**config.mk**
```make
export PLATFORM = sky130hd
export DESIGN_NAME = program_sequencer
export DESIGN_NICKNAME = d
export VERILOG_FILES = /design/src/rtl/program_sequencer.sv
export SDC_FILE = /design/constraint.sdc
export NUM_CORES = 1
export LEC_CHECK = 0
export CORE_MARGIN = 10
export CORE_UTILIZATION = 45
export DETAILED_ROUTE_END_ITERATION = 10
export PLACE_DENSITY = 0.67
export SLEW_MARGIN = 20
export SYNTH_ARGS = -nofsm -noshare
export SYNTH_HDL_FRONTEND = slang
export SYNTH_SLANG_ARGS = --single-unit
```
**constraint.sdc**
```tcl
create_clock -name clk -period 3.8 [get_ports clk]
set_input_delay 0.76 -clock clk [delete_from_list [all_inputs] [get_ports clk]]
set_output_delay 0.76 -clock clk [all_outputs]
set_load 0.03 [all_outputs]
```
**src/rtl/program_sequencer.sv**
```systemverilog
// rtl/program_sequencer.sv - host-loaded program buffer feeding Din/run, paced by Done
// Optional Done watchdog enabled by defining PROGSEQ_TIMEOUT_EN.
module program_sequencer #(
  parameter int DEPTH   = 32,
  parameter int AW      = 5,
  parameter int TIMEOUT = 15
) (
  input  logic          clk,
  input  logic          rst,
  input  logic          wr_en,
  input  logic [8:0]    wr_data,
  input  logic          clr,
  input  logic          start,
  input  logic          Done,
  output logic          run,
  output logic [8:0]    Din,
  output logic [AW-1:0] pc,
  output logic [AW:0]   count,
  output logic          busy,
  output logic          full,
  output logic          prog_done,
  output logic          err
);

  typedef enum logic [1:0] {S_IDLE, S_ISSUE, S_WAIT, S_FIN} state_t;

  state_t        state, state_nxt;
  logic [8:0]    mem [DEPTH];
  logic [AW-1:0] wr_ptr;
  logic [8:0]    cur_word;
  logic          cur_mvi;
  logic [AW:0]   pc_ext, pc_plus1, pc_step;
  logic          mem_we, go;

  assign cur_word = mem[pc];
  assign cur_mvi  = (cur_word[8:6] == 3'b001);
  assign pc_ext   = {1'b0, pc};
  assign pc_plus1 = pc_ext + (AW+1)'(1);
  assign pc_step  = cur_mvi ? pc_ext + (AW+1)'(2) : pc_plus1;

  assign full      = (count == (AW+1)'(DEPTH));
  assign busy      = (state == S_ISSUE) || (state == S_WAIT);
  assign prog_done = (state == S_FIN);
  assign go        = start && !clr && (count != '0);
  assign mem_we    = (state == S_IDLE) && wr_en && !clr && !full;

`ifdef PROGSEQ_TIMEOUT_EN
  localparam int TW = $clog2(TIMEOUT + 1);
  logic [TW-1:0] wait_cnt;
  logic          timed_out;

  assign timed_out = (state == S_WAIT) && !Done && (wait_cnt == TW'(TIMEOUT - 1));

  always_ff @(posedge clk or posedge rst) begin
    if (rst) begin
      wait_cnt <= '0;
    end else if (state == S_ISSUE) begin
      wait_cnt <= '0;
    end else if (state == S_WAIT) begin
      wait_cnt <= wait_cnt + TW'(1);
    end
  end
`endif

  always_ff @(posedge clk or posedge rst) begin
    if (rst) state <= S_IDLE;
    else     state <= state_nxt;
  end

  always_comb begin
    state_nxt = state;
    case (state)
      S_IDLE:  if (go) state_nxt = S_ISSUE;
      S_ISSUE: state_nxt = S_WAIT;
      S_WAIT: begin
        if (Done) state_nxt = (pc_step >= count) ? S_FIN : S_ISSUE;
`ifdef PROGSEQ_TIMEOUT_EN
        else if (timed_out) state_nxt = S_FIN;
`endif
      end
      S_FIN:   state_nxt = S_IDLE;
      default: state_nxt = S_IDLE;
    endcase
  end

  // Buffer contents survive reset, so the write port has no reset branch.
  always_ff @(posedge clk) begin
    if (mem_we) mem[wr_ptr] <= wr_data;
  end

  always_ff @(posedge clk or posedge rst) begin
    if (rst) begin
      run    <= 1'b0;
      Din    <= '0;
      pc     <= '0;
      count  <= '0;
      wr_ptr <= '0;
      err    <= 1'b0;
    end else begin
      run <= (state == S_ISSUE);
      case (state)
        S_IDLE: begin
          if (clr) begin
            count  <= '0;
            wr_ptr <= '0;
            err    <= 1'b0;
          end else if (wr_en) begin
            if (full) begin
              err <= 1'b1;
            end else begin
              wr_ptr <= wr_ptr + AW'(1);
              count  <= count + (AW+1)'(1);
            end
          end
          if (go) pc <= '0;
        end
        S_ISSUE: Din <= cur_word;
        S_WAIT: begin
          // run is high only on the first WAIT cycle: that is the immediate slot.
          if (run && cur_mvi) begin
            if (pc_plus1 == count) begin
              Din <= '0;
              err <= 1'b1;
            end else begin
              Din <= mem[pc_plus1[AW-1:0]];
            end
          end
          if (Done && (pc_step < count)) pc <= pc_step[AW-1:0];
`ifdef PROGSEQ_TIMEOUT_EN
          if (timed_out) err <= 1'b1;
`endif
        end
        S_FIN: begin
          Din <= '0;
          pc  <= '0;
        end
        default: ;
      endcase
    end
  end

endmodule

```
# Word-level counts from Yosys, hierarchy flattened
# Memory sizes are Yosys's and may differ from the RTL's.
# Index checks and enable logic that the tools add are counted.
[op_classes]
n_addsub = 4
multipliers = 0
div = 0
order_cmp = 2
eq_ne = 14
shift = 0
mux = 25
bitwise = 0
reduce_logical = 21
[op_table]
columns = ["op", "n"]
rows = [
  ["case mux 9 bit (3 select lines)", 1],
  ["two-way mux 5 bit", 5],
  ["two-way mux 6 bit", 4],
  ["two-way mux 9 bit", 2],
  ["case mux 5 bit (3 select lines)", 1],
  ["case mux 2 bit (4 select lines)", 1],
  ["logical AND 1 bit", 7],
  ["two-way mux 1 bit", 7],
  ["adder 5 x 1 -> 6 bit, second input constant", 1],
  ["adder 5 x 2 -> 6 bit, second input constant", 1],
  ["adder 6 x 1 -> 6 bit, second input constant", 1],
  ["== test 6 bit", 1],
  ["== test 6 bit, second input constant", 1],
  ["greater-or-equal comparator 6 bit", 1],
  ["< comparator 6 bit", 1],
  ["two-way mux 2 bit", 3],
  ["inequality test 2 x 1 -> 1 bit, second input constant", 3],
  ["inequality test 2 bit, second input constant", 3],
  ["inequality test 3 bit, second input constant", 2],
  ["AND reduction 3 bit", 2],
  ["nonzero test 3 bit", 2],
  ["nonzero test 6 bit", 1],
  ["adder 5 x 1 -> 5 bit, second input constant", 1],
  ["AND reduction 5 bit", 1],
  ["other kinds (9)", 13],
]
[totals]
ff_bits = 29
latchBits = 0
mem_bits_rw = 288
rom_bits = 0
input_bits = 15
memories = 1
[memory_table]
columns = ["name", "depth", "word_bits", "read_ports", "rd_ports_with_merged_regs", "write_ports", "line_no", "source"]
rows = [
  ["mem", 32, 9, 2, 0, 1, "28", "logic [8:0] mem [DEPTH];"],
]

# Depth between registers and ports, before layout
# Gate-level depths: netlist of run 1.
# An unclocked memory read counts as a cell.
[logic_depth]
depth_word = 7
ltp_mapped = 19
ltp_nobuf = 14

# Worst setup path before layout of run 1
# OpenSTA, ideal clock, no wires.
[synth_path]
path_kind = "reg2reg"
startpoint = "reg pc[0]"
endpoint = "reg pc[3]"
setup_time_ns = 0.126
t_arrival_ns = 3.682
t_required_ns = 3.674
slack_ns = -0.009
stages_incl_launch_ff = 16
n_path_buf = 1
period_less_slack_ns = 3.809
path_cell_list = "dfrtp_1 > buf_6 > mux4_1 > mux2_2 > a221o_1 > o221a_2 > nand2_1 > mux2i_1 > ha_1 > nor2b_1 > o21a_1 > o21a_1 > o21bai_1 > nand3_1 > and2_1 > a311o_1"
[synth_via]
elab_chain_cells = 7
word_cells_on_any_way = 11
[synth_rtl]
columns = ["element", "line_no", "source"]
rows = [
  ["from (decl)", "17", "output logic [AW-1:0] pc,"],
  ["from (signal assigned)", "128", "if (Done && (pc_step < count)) pc <= pc_step[AW-1:0];"],
  ["memory read (32 x 9 bit)", "n/a", ""],
  ["== test 3 x 1 -> 1 bit", "36", "assign cur_mvi = (cur_word[8:6] == 3'b001);"],
  ["two-way mux 6 bit (*)", "39", "assign pc_step = cur_mvi ? pc_ext + (AW+1)'(2) : pc_plus1;"],
  ["< comparator 6 bit", "128", ""],
  ["logical AND 1 bit", "128", ""],
  ["inequality test 2 x 1 -> 1 bit (no source line)", "n/a", ""],
  ["AND reduction 3 bit (no source line)", "n/a", ""],
]
# Mark *: on every way between the ends. The rest lies on a longest branch, timed or not. The select of a mux whose other input is x is not followed.
# A chain may end at the register's enable or synchronous reset.

# Worst setup path after layout of run 1
# Ends and elaborated chain as after synthesis.

==> metrics.txt, run 1 <==
# TYPE chip_impl_metric gauge
chip_impl_info{name="run_status",value="finished with violations"} 1
chip_impl_info{name="failing_checks",value="setup timing"} 1
chip_impl_metric{name="clock_latency",unit="ns"} 0.53
chip_impl_metric{name="synth_seq_area_share",unit="%"} 60.1
chip_impl_metric{name="n_antenna_cell",unit=""} 0
chip_impl_metric{name="pin_count_of_the_biggest_net_entering_global_routing",unit=""} 60
chip_impl_metric{name="slew-limit-headroom",unit="%"} 29.7
chip_impl_metric{name="die_h",unit="um"} 206
chip_impl_metric{name="layout.nets",unit=""} 1037
chip_impl_info{name="cells_traversed_along_the_worst_timing_path",value="buf_12 -> mux4_2 -> mux2_2 -> a221o_1 -> o221a_4 -> buf_4 -> a21oi_1 -> nand2b_1 -> xnor2_1 -> ha_1 -> o21a_1 -> o21bai_4 -> nand4_1 -> nor4b_2 -> a311o_1"} 1
chip_impl_metric{name="pwr_density_cell",unit="nW/um2"} 707
chip_impl_metric{name="floorplan.core_area",unit="um2"} 34400
chip_impl_info{name="cts_tree",value="built"} 1
chip_impl_metric{name="syn-instance-count",unit=""} 881
chip_impl_metric{name="synthesis.area",unit="um2"} 15600
chip_impl_metric{name="drt-initial-drc-count",unit=""} 846
chip_impl_metric{name="grt_antenna_before_repair",unit=""} 0
chip_impl_metric{name="timing.hold.worst_path_depth",unit=""} 1
chip_impl_metric{name="cp.required",unit="ns"} 4.26
chip_impl_metric{name="row_count",unit=""} 68
chip_impl_info{name="cp-end-kind",value="register"} 1
chip_impl_metric{name="cts.hold.buffers_added",unit=""} 0
chip_impl_metric{name="cts.sink_count",unit=""} 317
chip_impl_metric{name="pin_count",unit=""} 40
chip_impl_metric{name="slowest_delay",unit="ns"} 0.53
chip_impl_metric{name="die_w",unit="um"} 206
chip_impl_metric{name="place_area",unit="um2"} 17000
chip_impl_metric{name="track_usage",unit="%"} 19.0
chip_impl_metric{name="drt-total-wl",unit="mm"} 40.2
chip_impl_metric{name="vias_per_cell",unit=""} 6.21
chip_impl_metric{name="final_area",unit="um2"} 18300
chip_impl_metric{name="timing.max_cap.violations",unit=""} 0
chip_impl_metric{name="synth_async_sr_flop_share",unit="%"} 9.15
chip_impl_metric{name="cts_htree_levels",unit=""} 2
chip_impl_metric{name="fin_skew",unit="ns"} 0.0299
chip_impl_metric{name="tritoncts.num_buffers",unit=""} 34
chip_impl_info{name="grt_setup_unrepaired",value="yes"} 1
chip_impl_metric{name="maximum_clock_rate",unit="GHz"} 0.262
chip_impl_info{name="worstHoldStart",value="Din[1]"} 1
chip_impl_metric{name="timing.final.hold_violations",unit=""} 0
chip_impl_metric{name="via_count_of_the_first_global_routing_pass",unit=""} 9475
chip_impl_metric{name="measured_slew_at_the_worst_slew_check_pin",unit="ns"} 1.05
chip_impl_metric{name="flow.area_growth_from_synthesis",unit="%"} 17.3
chip_impl_metric{name="totalPowerFinal",unit="mW"} 12.9
chip_impl_metric{name="post_dp_hpwl",unit="mm"} 27.2
chip_impl_metric{name="final_min_period_over_clock_period",unit="%"} 100
chip_impl_metric{name="report.final.setup_viol",unit=""} 1
chip_impl_metric{name="final_max_slew_viol_count",unit=""} 0
chip_impl_metric{name="starting_density",unit="%"} 45.4
chip_impl_metric{name="synth-seq-cells",unit=""} 317
chip_impl_metric{name="crit_arrival",unit="ns"} 4.27
chip_impl_info{name="reg2reg_to",value="pc[3]"} 1
chip_impl_metric{name="fin_util",unit="%"} 53.2
chip_impl_metric{name="floorplan.die_area",unit="um2"} 42500
chip_impl_metric{name="yosys.cell_types.count",unit=""} 63
chip_impl_info{name="cts-root-buf",value="sky130_fd_sc_hd__clkbuf_16"} 1
chip_impl_metric{name="mappedNetlistNets",unit=""} 914
chip_impl_metric{name="worst_ir_drop_on_vdd",unit="V"} 0.000487
chip_impl_info{name="worstSetupStartpoint",value="pc[0]"} 1
chip_impl_metric{name="gp_congestion",unit=""} 0.886
chip_impl_info{name="cpMaxStageDelayCell",value="sky130_fd_sc_hd__dfrtp_4"} 1
chip_impl_metric{name="grt_first_pass_wirelength",unit="mm"} 60.4
chip_impl_info{name="path_delay_family",value="compound AO/OA/AOI/OAI gates"} 1
chip_impl_metric{name="synth_warnings",unit=""} 0
chip_impl_info{name="worst-setup-path-type",value="reg2reg"} 1
chip_impl_info{name="yosys_most_used_dff",value="sky130_fd_sc_hd__edfxtp_1"} 1
chip_impl_metric{name="worstPathBufferInverterCount",unit=""} 2
chip_impl_metric{name="fin_ws",unit="ns"} -0.0101
chip_impl_metric{name="power.leakage",unit="nW"} 5.98
chip_impl_metric{name="finalWorstPathRequiredPeriod",unit="ns"} 3.81
chip_impl_info{name="worstHoldPathType",value="reg2reg"} 1
chip_impl_info{name="min_to",value="Din[1]"} 1
chip_impl_metric{name="rr_worst_depth",unit=""} 15
chip_impl_metric{name="crit_fanout",unit=""} 5
chip_impl_metric{name="numPortBuffers",unit=""} 39
chip_impl_metric{name="preCtsSetupSlack",unit="ns"} -0.185
chip_impl_metric{name="drt-pass1-iter-count",unit=""} 5
chip_impl_metric{name="grt_remaining_overflow",unit=""} 0
chip_impl_metric{name="fraction_of_layout_instances_using_a_drive_strength_above_1",unit="%"} 33.3
chip_impl_metric{name="cts.reportedPaths.clkPinSlew",unit="ns"} 0.06
chip_impl_info{name="worst_setup_path_start_kind",value="register"} 1
chip_impl_metric{name="drc_errors",unit=""} 0
chip_impl_metric{name="antenna_left",unit=""} 0
chip_impl_metric{name="syn_area_per_cell",unit="um2"} 17.7
chip_impl_metric{name="max-clock-path-buffers",unit=""} 3
chip_impl_metric{name="dr_total_vias",unit=""} 9205
chip_impl_metric{name="wire_length_per_cell",unit="um"} 27.1
chip_impl_info{name="rr_startpoint",value="pc[0]"} 1
chip_impl_metric{name="ff2ff_setup_slack",unit="ns"} -0.01
chip_impl_metric{name="synth-edff-count",unit=""} 288
==> layout make-up <==
cell class                      count  area [um2]
Sequential cell                   317        9380
Clock buffer                       47         930
Fill cell                        2738       16100
Timing Repair Buffer              148        1260
Tap cell                          455         569
Inverter                           21        78.8
Clock inverter                     13         190
Multi-Input combinational cell    482        5900
==> report_power, final <==
group | switching (mW) | total, mW | internal (mW)
clock network | 1.34 | 3.29 | 1.94
registers | 0.173 | 4.12 | 3.95
logic | 2.58 | 5.52 | 2.94
total | 4.10 | 12.9 | 8.83
==> synthesized netlist by cell type (4+ instances only) <==
cell	instances	area share (%)
sky130_fd_sc_hd__nor2b_1	4	0.16
sky130_fd_sc_hd__o21ai_0	24	0.77
sky130_fd_sc_hd__nand3_1	12	0.39
sky130_fd_sc_hd__buf_1	6	0.14
sky130_fd_sc_hd__clkbuf_1	21	0.51
sky130_fd_sc_hd__and2_1	5	0.20
sky130_fd_sc_hd__buf_6	7	0.51
sky130_fd_sc_hd__nor2_1	61	1.5
sky130_fd_sc_hd__ha_1	18	1.4
sky130_fd_sc_hd__buf_2	17	0.55
sky130_fd_sc_hd__nand2_1	23	0.55
sky130_fd_sc_hd__mux4_1	16	2.7
sky130_fd_sc_hd__nand3b_1	4	0.19
sky130_fd_sc_hd__mux4_2	126	18
sky130_fd_sc_hd__o221ai_1	11	0.62
sky130_fd_sc_hd__o22ai_1	11	0.44
sky130_fd_sc_hd__and3_1	4	0.16
sky130_fd_sc_hd__edfxtp_1	288	55
sky130_fd_sc_hd__a31oi_1	4	0.16
sky130_fd_sc_hd__xnor2_1	11	0.62
sky130_fd_sc_hd__inv_1	20	0.48
sky130_fd_sc_hd__buf_4	7	0.34
sky130_fd_sc_hd__nand4_1	6	0.24
sky130_fd_sc_hd__mux2_4	9	0.87
sky130_fd_sc_hd__mux2_2	5	0.36
sky130_fd_sc_hd__dfrtp_1	29	4.7
sky130_fd_sc_hd__a21oi_1	19	0.61
sky130_fd_sc_hd__o32ai_1	7	0.39
sky130_fd_sc_hd__mux2i_1	53	3.4
==> sequential cells by signal (all words and copies together), names as in the netlist <==
register / flops
Din: 9
count: 6
err: 1
mem: 288
pc: 5
run: 1
state: 2
wr_ptr: 5
==> layer usage <==
layer	track usage [%]	up-vias	wire length, um
met1	25.9	4816	16400
met2	30.7	413	19300
li1	-	3894	-
met4	5.19	0	1040
met3	3.87	82	3480
met5	0	-	0
==> per-stage QoR <==
stage / hold WS, ns / std cells / TNS [ns]
global route: 0.535 / 1483 / -0.196
detailed placement: 0.492 / 1411 / -0.558
global placement: 0.496 / 1411 / -0.394
floorplan: 0.511 / 881 / 0
finish: 0.516 / 1483 / -0.0101
CTS: 0.516 / 1475 / 0
==> layout by cell type (no fill, tap or decap), types with 16 or more instances in the layout <==
cell type / instances
sky130_fd_sc_hd__a21oi_1: 19
sky130_fd_sc_hd__buf_4: 98
sky130_fd_sc_hd__clkbuf_16: 34
sky130_fd_sc_hd__clkdlybuf4s50_1: 33
sky130_fd_sc_hd__dfrtp_1: 26
sky130_fd_sc_hd__edfxtp_1: 288
sky130_fd_sc_hd__ha_1: 16
sky130_fd_sc_hd__inv_1: 20
sky130_fd_sc_hd__mux2i_1: 51
sky130_fd_sc_hd__mux4_2: 131
sky130_fd_sc_hd__nand2_1: 22
sky130_fd_sc_hd__nor2_1: 60
sky130_fd_sc_hd__o21ai_0: 24
==> worst max path at each step <==
stage / end / slack [ns] / cells past startpoint
after floorplan: pc[3] / 0.05 / 16
after global placement: pc[3] / -0.15 / 15
final: pc[3] / -0.01 / 15
after global routing: pc[3] / -0.08 / 17
after CTS: pc[3] / 0.003 / 16
after detailed placement: pc[3] / -0.18 / 14
==> kinds of logic (layout without fill, tap and decap cells) <==
kind of cell / count (synthesis) / after routing / share of synthesized area [%]
adder cells (fa/ha/maj): 18 / 18 / 1.44
buffers and inverters: 82 / 229 / 2.93
flip-flops: 317 / 317 / 60.1
AND/OR/NAND/NOR: 134 / 134 / 4.07
XOR/XNOR: 14 / 14 / 1.03
AO/OA/AOI/OAI: 107 / 107 / 4.92
multiplexers: 209 / 209 / 25.5
==> timing repair <==
item,4_1_cts,5_1_grt
setup buffers,5,8
cloned,0,0
pin swaps,6,12
endpoints found under the setup margin,4,6
gates resized for setup,11,26
Power figures use the tool's default switching activity.
==> run 2: changes to the inputs <==
--- a/config.mk
+++ b/config.mk
@@ -5,6 +5,7 @@
 export SDC_FILE = /design/constraint.sdc
 export NUM_CORES = 1
 export LEC_CHECK = 0
+export CAP_MARGIN = 10
 export CORE_MARGIN = 10
 export CORE_UTILIZATION = 45
 export DETAILED_ROUTE_END_ITERATION = 10
==> results of run 2 <==
The final DEF is identical to that of run 1; final timing and power are the same.
